<file path="config.mk">
export PLATFORM = sky130hd
export DESIGN_NAME = varredura_vga_quadro
export DESIGN_NICKNAME = d
export VERILOG_FILES = /design/src/rtl/varredura_vga_quadro.sv
export SDC_FILE = /design/constraint.sdc
export NUM_CORES = 1
export LEC_CHECK = 0
export CAP_MARGIN = 20
export CORE_MARGIN = 2
export CORE_UTILIZATION = 35
export DETAILED_ROUTE_END_ITERATION = 12
export PLACE_DENSITY = 0.71
export SETUP_SLACK_MARGIN = 0.1
export SYNTH_ARGS = -nofsm -noshare
export SYNTH_HDL_FRONTEND = slang
export SYNTH_SLANG_ARGS = --single-unit
</file>
<file path="constraint.sdc">
create_clock -name clk -period 2.2 [get_ports clk]
set_input_delay 0.33 -clock clk [delete_from_list [all_inputs] [get_ports clk]]
set_output_delay 0.33 -clock clk [all_outputs]
set_load 0.02 [all_outputs]
</file>
<file path="src/rtl/varredura_vga_quadro.sv">
`default_nettype none
// ============================================================================
// Module    : varredura_vga_quadro
// Purpose   : VGA scan-out for a 640x480 24-bit frame buffer. Generates the
//             H/V timing, issues one RAM read address per active pixel, and
//             drives registered RGB/HS/VS/DE pins plus a vertical-blank marker.
//             All pins share a fixed 3-clk latency from the pixel counters.
// Options   : PADRAO_TESTE_EN adds input padrao_teste and an 8-bar colour
//             test pattern that replaces RAM data in active video.
// Revision  : 1.0 - initial release
// ============================================================================
module varredura_vga_quadro #(
  parameter int H_ATIVO  = 640,
  parameter int H_FRENTE = 16,
  parameter int H_SYNC   = 96,
  parameter int H_TRAS   = 48,
  parameter int V_ATIVO  = 480,
  parameter int V_FRENTE = 10,
  parameter int V_SYNC   = 2,
  parameter int V_TRAS   = 33,
  parameter bit SYNC_POL = 1'b0
) (
  input  logic        clk,
  input  logic        reset,
`ifdef PADRAO_TESTE_EN
  input  logic        padrao_teste,
`endif
  output logic [18:0] endereco,
  input  logic [23:0] dado_ram,
  output logic [7:0]  vga_r,
  output logic [7:0]  vga_g,
  output logic [7:0]  vga_b,
  output logic        vga_hs,
  output logic        vga_vs,
  output logic        vga_de,
  output logic        inicio_vblank
);

  localparam int c_h_total = H_ATIVO + H_FRENTE + H_SYNC + H_TRAS;
  localparam int c_v_total = V_ATIVO + V_FRENTE + V_SYNC + V_TRAS;
  localparam int c_hc_w    = $clog2(c_h_total);
  localparam int c_vc_w    = $clog2(c_v_total);

  localparam logic [c_hc_w-1:0] c_h_max   = c_hc_w'(c_h_total - 1);
  localparam logic [c_hc_w-1:0] c_h_ativo = c_hc_w'(H_ATIVO);
  localparam logic [c_hc_w-1:0] c_hs_ini  = c_hc_w'(H_ATIVO + H_FRENTE);
  localparam logic [c_hc_w-1:0] c_hs_fim  = c_hc_w'(H_ATIVO + H_FRENTE + H_SYNC);
  localparam logic [c_vc_w-1:0] c_v_max   = c_vc_w'(c_v_total - 1);
  localparam logic [c_vc_w-1:0] c_v_ativo = c_vc_w'(V_ATIVO);
  localparam logic [c_vc_w-1:0] c_vs_ini  = c_vc_w'(V_ATIVO + V_FRENTE);
  localparam logic [c_vc_w-1:0] c_vs_fim  = c_vc_w'(V_ATIVO + V_FRENTE + V_SYNC);

  // Stage t: pixel counters and read address
  logic [c_hc_w-1:0] hc_q, hc_d;
  logic [c_vc_w-1:0] vc_q, vc_d;
  logic [18:0]       end_q, end_d;

  // Stages t+1 / t+2: control bits travelling alongside the RAM read
  logic s1_de_q, s1_de_d, s1_hs_q, s1_hs_d, s1_vs_q, s1_vs_d, s1_vb_q, s1_vb_d;
  logic s2_de_q, s2_de_d, s2_hs_q, s2_hs_d, s2_vs_q, s2_vs_d, s2_vb_q, s2_vb_d;

  // Output stage: pin registers (HS/VS hold the actual pin level)
  logic        de_q, de_d, hs_q, hs_d, vs_q, vs_d, vb_q, vb_d;
  logic [23:0] rgb_q, rgb_d;

  logic w_ativo, w_hs, w_vs, w_vb, w_fim_linha, w_fim_quadro;

  assign w_fim_linha  = (hc_q == c_h_max);
  assign w_fim_quadro = w_fim_linha && (vc_q == c_v_max);
  assign w_ativo      = (hc_q < c_h_ativo) && (vc_q < c_v_ativo);
  assign w_hs         = (hc_q >= c_hs_ini) && (hc_q < c_hs_fim);
  assign w_vs         = (vc_q >= c_vs_ini) && (vc_q < c_vs_fim);
  assign w_vb         = (hc_q == '0) && (vc_q == c_v_ativo);

`ifdef PADRAO_TESTE_EN
  localparam int c_barra = H_ATIVO / 8;

  logic       s1_pad_q, s1_pad_d, s2_pad_q, s2_pad_d;
  logic [2:0] s1_barra_q, s1_barra_d, s2_barra_q, s2_barra_d;
  logic [2:0] w_barra;

  // Bar index of the current pixel: number of bar boundaries already crossed
  always_comb begin
    w_barra = 3'd0;
    for (int k = 1; k < 8; k++) begin
      if (hc_q >= c_hc_w'(k * c_barra)) begin
        w_barra = w_barra + 3'd1;
      end
    end
  end
`endif

  // Next-state: counters, incrementing address and the 3-stage pin pipeline
  always_comb begin
    hc_d = hc_q + 1'b1;
    vc_d = vc_q;
    if (w_fim_linha) begin
      hc_d = '0;
      vc_d = w_fim_quadro ? '0 : vc_q + 1'b1;
    end

    // Address restarts at the first pixel of each frame, then counts active pixels
    end_d = end_q;
    if (w_fim_quadro) begin
      end_d = '0;
    end else if (w_ativo) begin
      end_d = ((hc_q == '0) && (vc_q == '0)) ? 19'd0 : end_q + 19'd1;
    end

    s1_de_d = w_ativo;
    s1_hs_d = w_hs;
    s1_vs_d = w_vs;
    s1_vb_d = w_vb;
    s2_de_d = s1_de_q;
    s2_hs_d = s1_hs_q;
    s2_vs_d = s1_vs_q;
    s2_vb_d = s1_vb_q;

    de_d  = s2_de_q;
    hs_d  = s2_hs_q ? SYNC_POL : ~SYNC_POL;
    vs_d  = s2_vs_q ? SYNC_POL : ~SYNC_POL;
    vb_d  = s2_vb_q;
    rgb_d = s2_de_q ? dado_ram : 24'h000000;

`ifdef PADRAO_TESTE_EN
    s1_pad_d   = padrao_teste;
    s1_barra_d = w_barra;
    s2_pad_d   = s1_pad_q;
    s2_barra_d = s1_barra_q;
    // Bar order white,yellow,cyan,green,magenta,red,blue,black maps to inverted index bits
    if (s2_de_q && s2_pad_q) begin
      rgb_d = {{8{~s2_barra_q[1]}}, {8{~s2_barra_q[2]}}, {8{~s2_barra_q[0]}}};
    end
`endif
  end

  // State registers; reset flushes the pipeline so pins come out inactive
  always_ff @(posedge clk) begin
    if (reset) begin
      hc_q    <= '0;
      vc_q    <= '0;
      end_q   <= '0;
      s1_de_q <= 1'b0;
      s1_hs_q <= 1'b0;
      s1_vs_q <= 1'b0;
      s1_vb_q <= 1'b0;
      s2_de_q <= 1'b0;
      s2_hs_q <= 1'b0;
      s2_vs_q <= 1'b0;
      s2_vb_q <= 1'b0;
      de_q    <= 1'b0;
      hs_q    <= ~SYNC_POL;
      vs_q    <= ~SYNC_POL;
      vb_q    <= 1'b0;
      rgb_q   <= '0;
`ifdef PADRAO_TESTE_EN
      s1_pad_q   <= 1'b0;
      s1_barra_q <= '0;
      s2_pad_q   <= 1'b0;
      s2_barra_q <= '0;
`endif
    end else begin
      hc_q    <= hc_d;
      vc_q    <= vc_d;
      end_q   <= end_d;
      s1_de_q <= s1_de_d;
      s1_hs_q <= s1_hs_d;
      s1_vs_q <= s1_vs_d;
      s1_vb_q <= s1_vb_d;
      s2_de_q <= s2_de_d;
      s2_hs_q <= s2_hs_d;
      s2_vs_q <= s2_vs_d;
      s2_vb_q <= s2_vb_d;
      de_q    <= de_d;
      hs_q    <= hs_d;
      vs_q    <= vs_d;
      vb_q    <= vb_d;
      rgb_q   <= rgb_d;
`ifdef PADRAO_TESTE_EN
      s1_pad_q   <= s1_pad_d;
      s1_barra_q <= s1_barra_d;
      s2_pad_q   <= s2_pad_d;
      s2_barra_q <= s2_barra_d;
`endif
    end
  end

  assign endereco      = end_q;
  assign vga_r         = rgb_q[23:16];
  assign vga_g         = rgb_q[15:8];
  assign vga_b         = rgb_q[7:0];
  assign vga_hs        = hs_q;
  assign vga_vs        = vs_q;
  assign vga_de        = de_q;
  assign inicio_vblank = vb_q;

endmodule

`default_nettype wire

</file>
==> results of run 1 <==
worst min-delay path by stage:
stage | start | endpoint | slack (ns) | depth (start not counted)
after floorplan | s2_hs_q | vga_hs | 0.36 | 1
after global placement | s2_hs_q | vga_hs | 0.36 | 1
after detailed placement | s2_vs_q | vga_vs | 0.38 | 1
after CTS | s2_hs_q | vga_hs | 0.40 | 1
after global routing | s2_hs_q | vga_hs | 0.40 | 1
final | s2_hs_q | vga_hs | 0.39 | 1
power groups by stage:
stage               Clock (mW)  Combinational (mW)  Sequential (mW)
floorplan                    0              0.0570             1.44
global placement             0               0.168             1.42
detailed placement           0               0.169             1.43
CTS                       1.24               0.170             1.39
global route              1.31               0.204             1.40
finish                    1.22               0.186             1.39
cells in the final DEF (no fill, tap or decap), types with 2 or more instances in the layout:
master,n
xor2_1,27
nor2b_1,6
xnor2_1,8
inv_1,5
nand4_1,10
clkbuf_8,9
nor2_1,35
ha_1,5
buf_4,9
dfxtp_2,2
and2_1,24
nand3_1,12
and3_1,6
a21oi_1,2
nand2b_1,3
nor3_1,14
nand2_1,17
and4_1,5
dfxtp_1,73
nor4_2,2
clkdlybuf4s50_1,72
bufinv_16,3
critical path: cells and delay by family (launching register included):
| family | cells | cell delay (ns) |
|---|---|---|
| compound gates | 1 | 0.22 |
| fa+ha+maj | 1 | 0.15 |
| buf+inv | 3 | 0.40 |
| flops | 1 | 0.35 |
| simple gates | 4 | 0.79 |
kinds of logic after synthesis:
kind of cell | after synthesis | synth area share
simple gates | 144 | 0.276
flops | 75 | 0.527
xor+xnor | 35 | 0.108
buf+inv | 18 | 0.0431
compound gates | 6 | 0.0207
fa+ha+maj | 5 | 0.0220
mux | 1 | 0.00352
layout make-up:
| type | count | area [µm²] |
|---|---|---|
| sequential | 75 | 1500 |
| tap | 102 | 128 |
| fill | 720 | 3860 |
| clock buffer | 10 | 128 |
| clock inverter | 5 | 103 |
| multi-input combinational | 191 | 1230 |
| timing repair buffer | 83 | 833 |
| inverter | 5 | 18.8 |
repair_timing:
action | CTS | global route
buffers inserted | 0 | 2
gates resized for setup | 0 | 3
setup endpoints to repair | 0 | 19
per-layer routing:
layer / GRT usage / wire [µm]
met5: 0 / 0
met4: 0.0543 / 79
met3: 0.0409 / 385
met2: 0.198 / 2480
met1: 0.161 / 2570
state kept, by name, indices dropped and copies added, names as in the netlist, 10 cells and up:
register	flops
endereco	19
hc_q	10
rgb_q	24
vc_q	10
==> implementation parameters, run 1 <==
Parameter                              Value

Placement
  RePlAce Congestion    ~0.75
  Number of port buffers    between 70 and 80
  HPWL reported at the end of detailed placement    3830 µm
  Worst-case setup slack after placement    around 0.16 ns
  # placed instances    ~450
  Dpl cell area    between 3000 and 4000 µm²

Worst setup path
  Length in cells of the worst reg-to-reg path    9
  Capturing point of the worst reg2reg path    endereco[11]
  Stage delay of the slowest cell on the critical path    ~0.45 ns
  Setup slack on the worst flop-to-flop path    between 0.15 and 0.2 ns
  Series of cell instances along the critical path    inv_1 -> ha_1 -> or4b_1 -> nor3_2 -> nand4_2 -> o41ai_4 -> buf_4 -> clkbuf_16 -> nor2_1
  Source of the critical timing path    vc_q[0]
  Worst Setup EP    endereco[11]
  Req. time, crit path    roughly 2.4 ns
  Largest fanout of any net on the critical path    9
  Type of element capturing the critical path    flop
  Worst setup path category    reg2reg
  Slowest cell on the critical path    or4b_1
  Critical path startpoint category    flop
  Critical R2R Launch    vc_q[0]
  Arrival time worst endpoint    2.24 ns

CTS
  Later-pin clock latency in the skew report    0.33 ns
  Number of CTS-inserted buffers    9
  Clk root buf    clkbuf_8
  Level count of the clock H-tree    3
  TritonCTS Sinks    between 70 and 80
  Maximum clock path buffer count    2
  Hold-fix buffers, CTS    0
  Clock tree from TritonCTS    yes
  Clock-pin transition on the worst setup and hold timing paths    0.08 ns

GRT
  Vias in the first global route    1923
  Global-route congestion overflow total    0
  Largest net degree at the start of global routing    26
  Wire length of the first global-routing pass    between 8000 and 9000 µm
  Antenna violations before repair    0
  Total global routing track utilization    0.127

STA
  RSZ-0062 raised after global routing    no
  Clock tree skew after final layout    approximately 0.008 ns
  Least-Margin Pin Slew    between 0.4 and 0.5 ns
  Final worst path period need    2.02 ns
  # setup viols final    0
  Worst slew margin relative to its limit    0.716
  Number of endpoints with negative hold slack in the final report    0
  Smallest hold slack    between 0.3 and 0.4 ns
  Fin Setup TNS    0 ns
  Final clock period utilization by the worst path    0.916
  Final Slew Violations    0
  Fin worst setup slack    0.185 ns
  Top achievable clock speed    496 MHz

Synth
  Number of flops mapped to enable cells by yosys    0
  Syn Nets    315
  Number of unique standard cell types used by synthesis    39
  Mean instance size in the synthesized netlist    ~10 µm²
  Post-Syn Area    2850 µm²
  Synth top area cells    dfxtp_1 53%, xor2_1 8.3%, and2_1 5.3%
  Cell count after synthesis    around 280
  Most used standard cell by instance count after synthesis    dfxtp_1
  Total of flip-flops plus latches after synthesis    75
  Count of yosys warnings during synthesis    0
  Share of async-settable or async-resettable flops after synthesis    0
  Synth top area share    0.527
  Sequential area share after synthesis    0.527
  Top_reg_cell synth    dfxtp_1
  Most frequent cells after synthesis    75 x dfxtp_1, 35 x nor2_1, 27 x xor2_1
  Cell accounting for the most synthesized area    dfxtp_1

Cells and area
  Inserted Diodes    0
  Net total in the final layout    a little under 400
  Cell Count, Final, Fillers Out    between 400 and 500
  Post-route cell area    about 4000 µm²
  Layout cell share with drive strength beyond 1    0.0921
  Area growth, synth to finish    38.5%
  Post-layout utilization of the core    0.505

Drt
  WL/cell    between 10 and 15 µm
  Number of vias after detailed routing    around 2100
  Number of DRC markers in iteration 0    128
  Routed Antenna Nets    0
  Length of the first detailed-routing pass in iterations    4
  Routed via count divided by cell count    between 4 and 5
  Final wirelength    5520 µm
  DRC errors left    0

Pwr
  Fraction of power consumed by the clock network    0.436
  Net switching fraction of the power    0.201
  Power density over cell area    just over 700 nW/µm²
  Sw Pwr    roughly 560 µW
  Largest voltage drop on the vdd net    about 0.27 mV
  Total power consumption of the routed design    ~2.8 mW
  Internal Dissipation    roughly 2.2 mW
  Combinational share of power    0.066
  Fraction of power consumed by sequential logic    0.498
  Leakage    approximately 1.5 nW

Floorplanning
  Die area    between 8000 and 9000 µm²
  Starting Density    0.365
  Horizontal die dimension    about 94 µm
  Total core area    7810 µm²
  Die Y-Extent    approximately 94 µm
  Count of pins on the block boundary    73
  Cell row count    32

Flow run
  Max Cap Viol    0

Outcome
  Run status    completed

Hold path
  Hold WC Path Type    reg2reg
Note: power is estimated with default switching activity, not from simulation.
==> inputs of run 2 (changes only) <==
==> constraint.sdc (replaced) <==
create_clock -name clk -period 2.2 [get_ports clk]
set_input_delay 0.22 -clock clk [delete_from_list [all_inputs] [get_ports clk]]
set_output_delay 0.22 -clock clk [all_outputs]
set_load 0.02 [all_outputs]
==> implementation parameters, run 2 (synthesis gave the netlist of run 1 again) <==
Parameter                              Value

CTS
  Clock tree from TritonCTS    yes (unchanged)
  Level count of the clock H-tree    3 (unchanged)
  TritonCTS Sinks    75 (unchanged)
  Post-CTS repair timing setup buffer count    0 (unchanged)
  Later-pin clock latency in the skew report    0.33 ns (about the same)
  Hold-fix buffers, CTS    0 (unchanged)
  Number of CTS-inserted buffers    9 (unchanged)
  Maximum clock path buffer count    2 (unchanged)
  Clk root buf    clkbuf_8 (unchanged)
  Number of resized instances in the post-cts repair step    0 (unchanged)
  Clock-pin transition on the worst setup and hold timing paths    0.07 ns (was 0.08 ns)

STA
  Smallest hold slack    0.379 ns (was 0.390 ns)
  RSZ-0062 raised after global routing    no (unchanged)
  Least-Margin Pin Slew    0.531 ns (was 0.423 ns)
  Worst slew margin relative to its limit    0.646 (was 0.716)
  Final worst path period need    1.96 ns (was 2.02 ns)
  Top achievable clock speed    510 MHz (was 496 MHz)
  Clock tree skew after final layout    0.00443 ns (was 0.00801 ns)
  # setup viols final    0 (unchanged)
  Final Slew Violations    0 (unchanged)
  Number of endpoints with negative hold slack in the final report    0 (unchanged)
  Fin Setup TNS    0 ns (unchanged)
  Fin worst setup slack    0.239 ns (was 0.185 ns)
  Final clock period utilization by the worst path    0.891 (was 0.916)

GRT
  Global-route congestion overflow total    0 (unchanged)
  Total global routing track utilization    0.131 (was 0.127)
  Largest net degree at the start of global routing    24 (was 26)
  Wire length of the first global-routing pass    9270 µm (was 8870 µm)
  Vias in the first global route    2068 (was 1923)
  Antenna violations before repair    0 (unchanged)

Drt
  Number of DRC markers in iteration 0    75 (was 128)
  Top metal layer carrying routed signals    met4 (unchanged)
  Met3 WL    357 µm (was 385 µm)
  DRC errors left    0 (unchanged)
  Routed Antenna Nets    0 (unchanged)
  WL/cell    11.9 µm (was 11.7 µm)
  Final wirelength    5580 µm (was 5520 µm)
  Length of the first detailed-routing pass in iterations    4 (unchanged)
  DR WL met2    2550 µm (was 2480 µm)
  Post-Route M1 WL    2550 µm (was 2570 µm)
  Number of vias after detailed routing    2157 (was 2143)
  Routed via count divided by cell count    4.60 (was 4.55)

Floorplanning
  Starting Density    0.365 (unchanged)
  Horizontal die dimension    94.2 µm (unchanged)
  Total core area    7810 µm² (unchanged)
  Cell row count    32 (unchanged)
  Die Y-Extent    94.2 µm (unchanged)
  Die area    8870 µm² (unchanged)
  Count of pins on the block boundary    73 (unchanged)

Worst setup path
  Req. time, crit path    2.43 ns (about the same)
  Critical path's top delay family    simple AND/OR/NAND/NOR gates (unchanged)
  Setup slack on the worst flop-to-flop path    0.24 ns (was 0.18 ns)
  Series of cell instances along the critical path    inv_1 -> ha_1 -> or4b_1 -> nor3_2 -> nand4_2 -> o41ai_4 -> buf_12 -> nor2_1 (was inv_1 -> ha_1 -> or4b_1 -> nor3_2 -> nand4_2 -> o41ai_4 -> buf_4 -> clkbuf_16 -> nor2_1)
  Buf+Inv Stages, Crit Path    2 (was 3)
  Stages on worst setup path    8 (was 9)
  Length in cells of the worst reg-to-reg path    8 (was 9)
  Critical path startpoint category    flop (unchanged)
  Type of element capturing the critical path    flop (unchanged)
  Stage delay of the slowest cell on the critical path    0.45 ns (about the same)
  Worst setup path category    reg2reg (unchanged)
  Slowest cell on the critical path    or4b_1 (unchanged)
  Arrival time worst endpoint    2.19 ns (was 2.24 ns)
  Largest fanout of any net on the critical path    19 (was 9)

Placement
  Number of port buffers    72 (unchanged)
  RePlAce Congestion    0.770 (was 0.749)
  Dpl cell area    3660 µm² (about the same)
  HPWL reported at the end of detailed placement    3950 µm (was 3830 µm)
  Worst-case setup slack after placement    0.193 ns (was 0.156 ns)
  # placed instances    453 (was 452)

Cells and area
  Post-layout utilization of the core    0.498 (was 0.505)
  Area growth, synth to finish    36.6% (was 38.5%)
  Register with the highest flop count    rgb_q (unchanged)
  Net total in the final layout    393 (was 396)
  Cell Count, Final, Fillers Out    469 (was 471)
  Leading cell types in the layout, fill and taps excluded    75 x dfxtp_1, 72 x clkdlybuf4s50_1, 35 x nor2_1, 27 x xor2_1, 24 x and2_1 (was 73 x dfxtp_1, 72 x clkdlybuf4s50_1, 35 x nor2_1, 27 x xor2_1, 24 x and2_1)
  Post-route cell area    3890 µm² (was 3940 µm²)
  Max FFs per register    24 (unchanged)
  Inserted Diodes    0 (unchanged)
  Layout cell share with drive strength beyond 1    0.0790 (was 0.0921)
  Most common cell after layout, fill and taps aside    dfxtp_1 (unchanged)

Pwr
  Power density over cell area    694 nW/µm² (was 710 nW/µm²)
  Largest voltage drop on the vdd net    0.262 mV (was 0.271 mV)
  Leakage    1.47 nW (was 1.49 nW)
  Total power consumption of the routed design    2.70 mW (was 2.80 mW)

Hold path
  Hold WC Path Type    reg2reg (unchanged)
  Number of instances on the worst hold path    1 (unchanged)

Outcome
  Run status    completed (unchanged)

Flow run
  Max Cap Viol    0 (unchanged)
run 2: cell types whose count changed in the layout (fill, tap and decap cells not counted), sizes merged:
cell,change
buf,-2
bufinv,-1
clkbuf,+1
clkinv,+1
clkinvlp,-1
run 2: final timing paths:
kind	from	endpoint
setup reg to reg	vc_q[1]	endereco[2]
setup / recovery	vc_q[1]	endereco[2]
hold reg to reg	s2_hs_q	vga_hs
hold / removal	s2_hs_q	vga_hs
run 2: layer usage:
metal	vias up	track usage
met5	-	0
met4	0	0.0761
met3	11	0.0265
met2	61	0.217
met1	987	0.157
li1	1098	-
run 2: area by class of cell:
cell class                 instances  area [µm²]
clock buffer                      12         145
clock inverter                     4        73.8
fill                             745        3920
inverter                           5        18.8
multi-input combinational        191        1230
sequential                        75        1500
tap                              102         128
timing repair buffer              80         793
run 2: report_power, final:
part / switching, mW / internal, mW
clock network: 0.466 / 0.671
logic: 0.0719 / 0.0977
registers: 0.0137 / 1.38
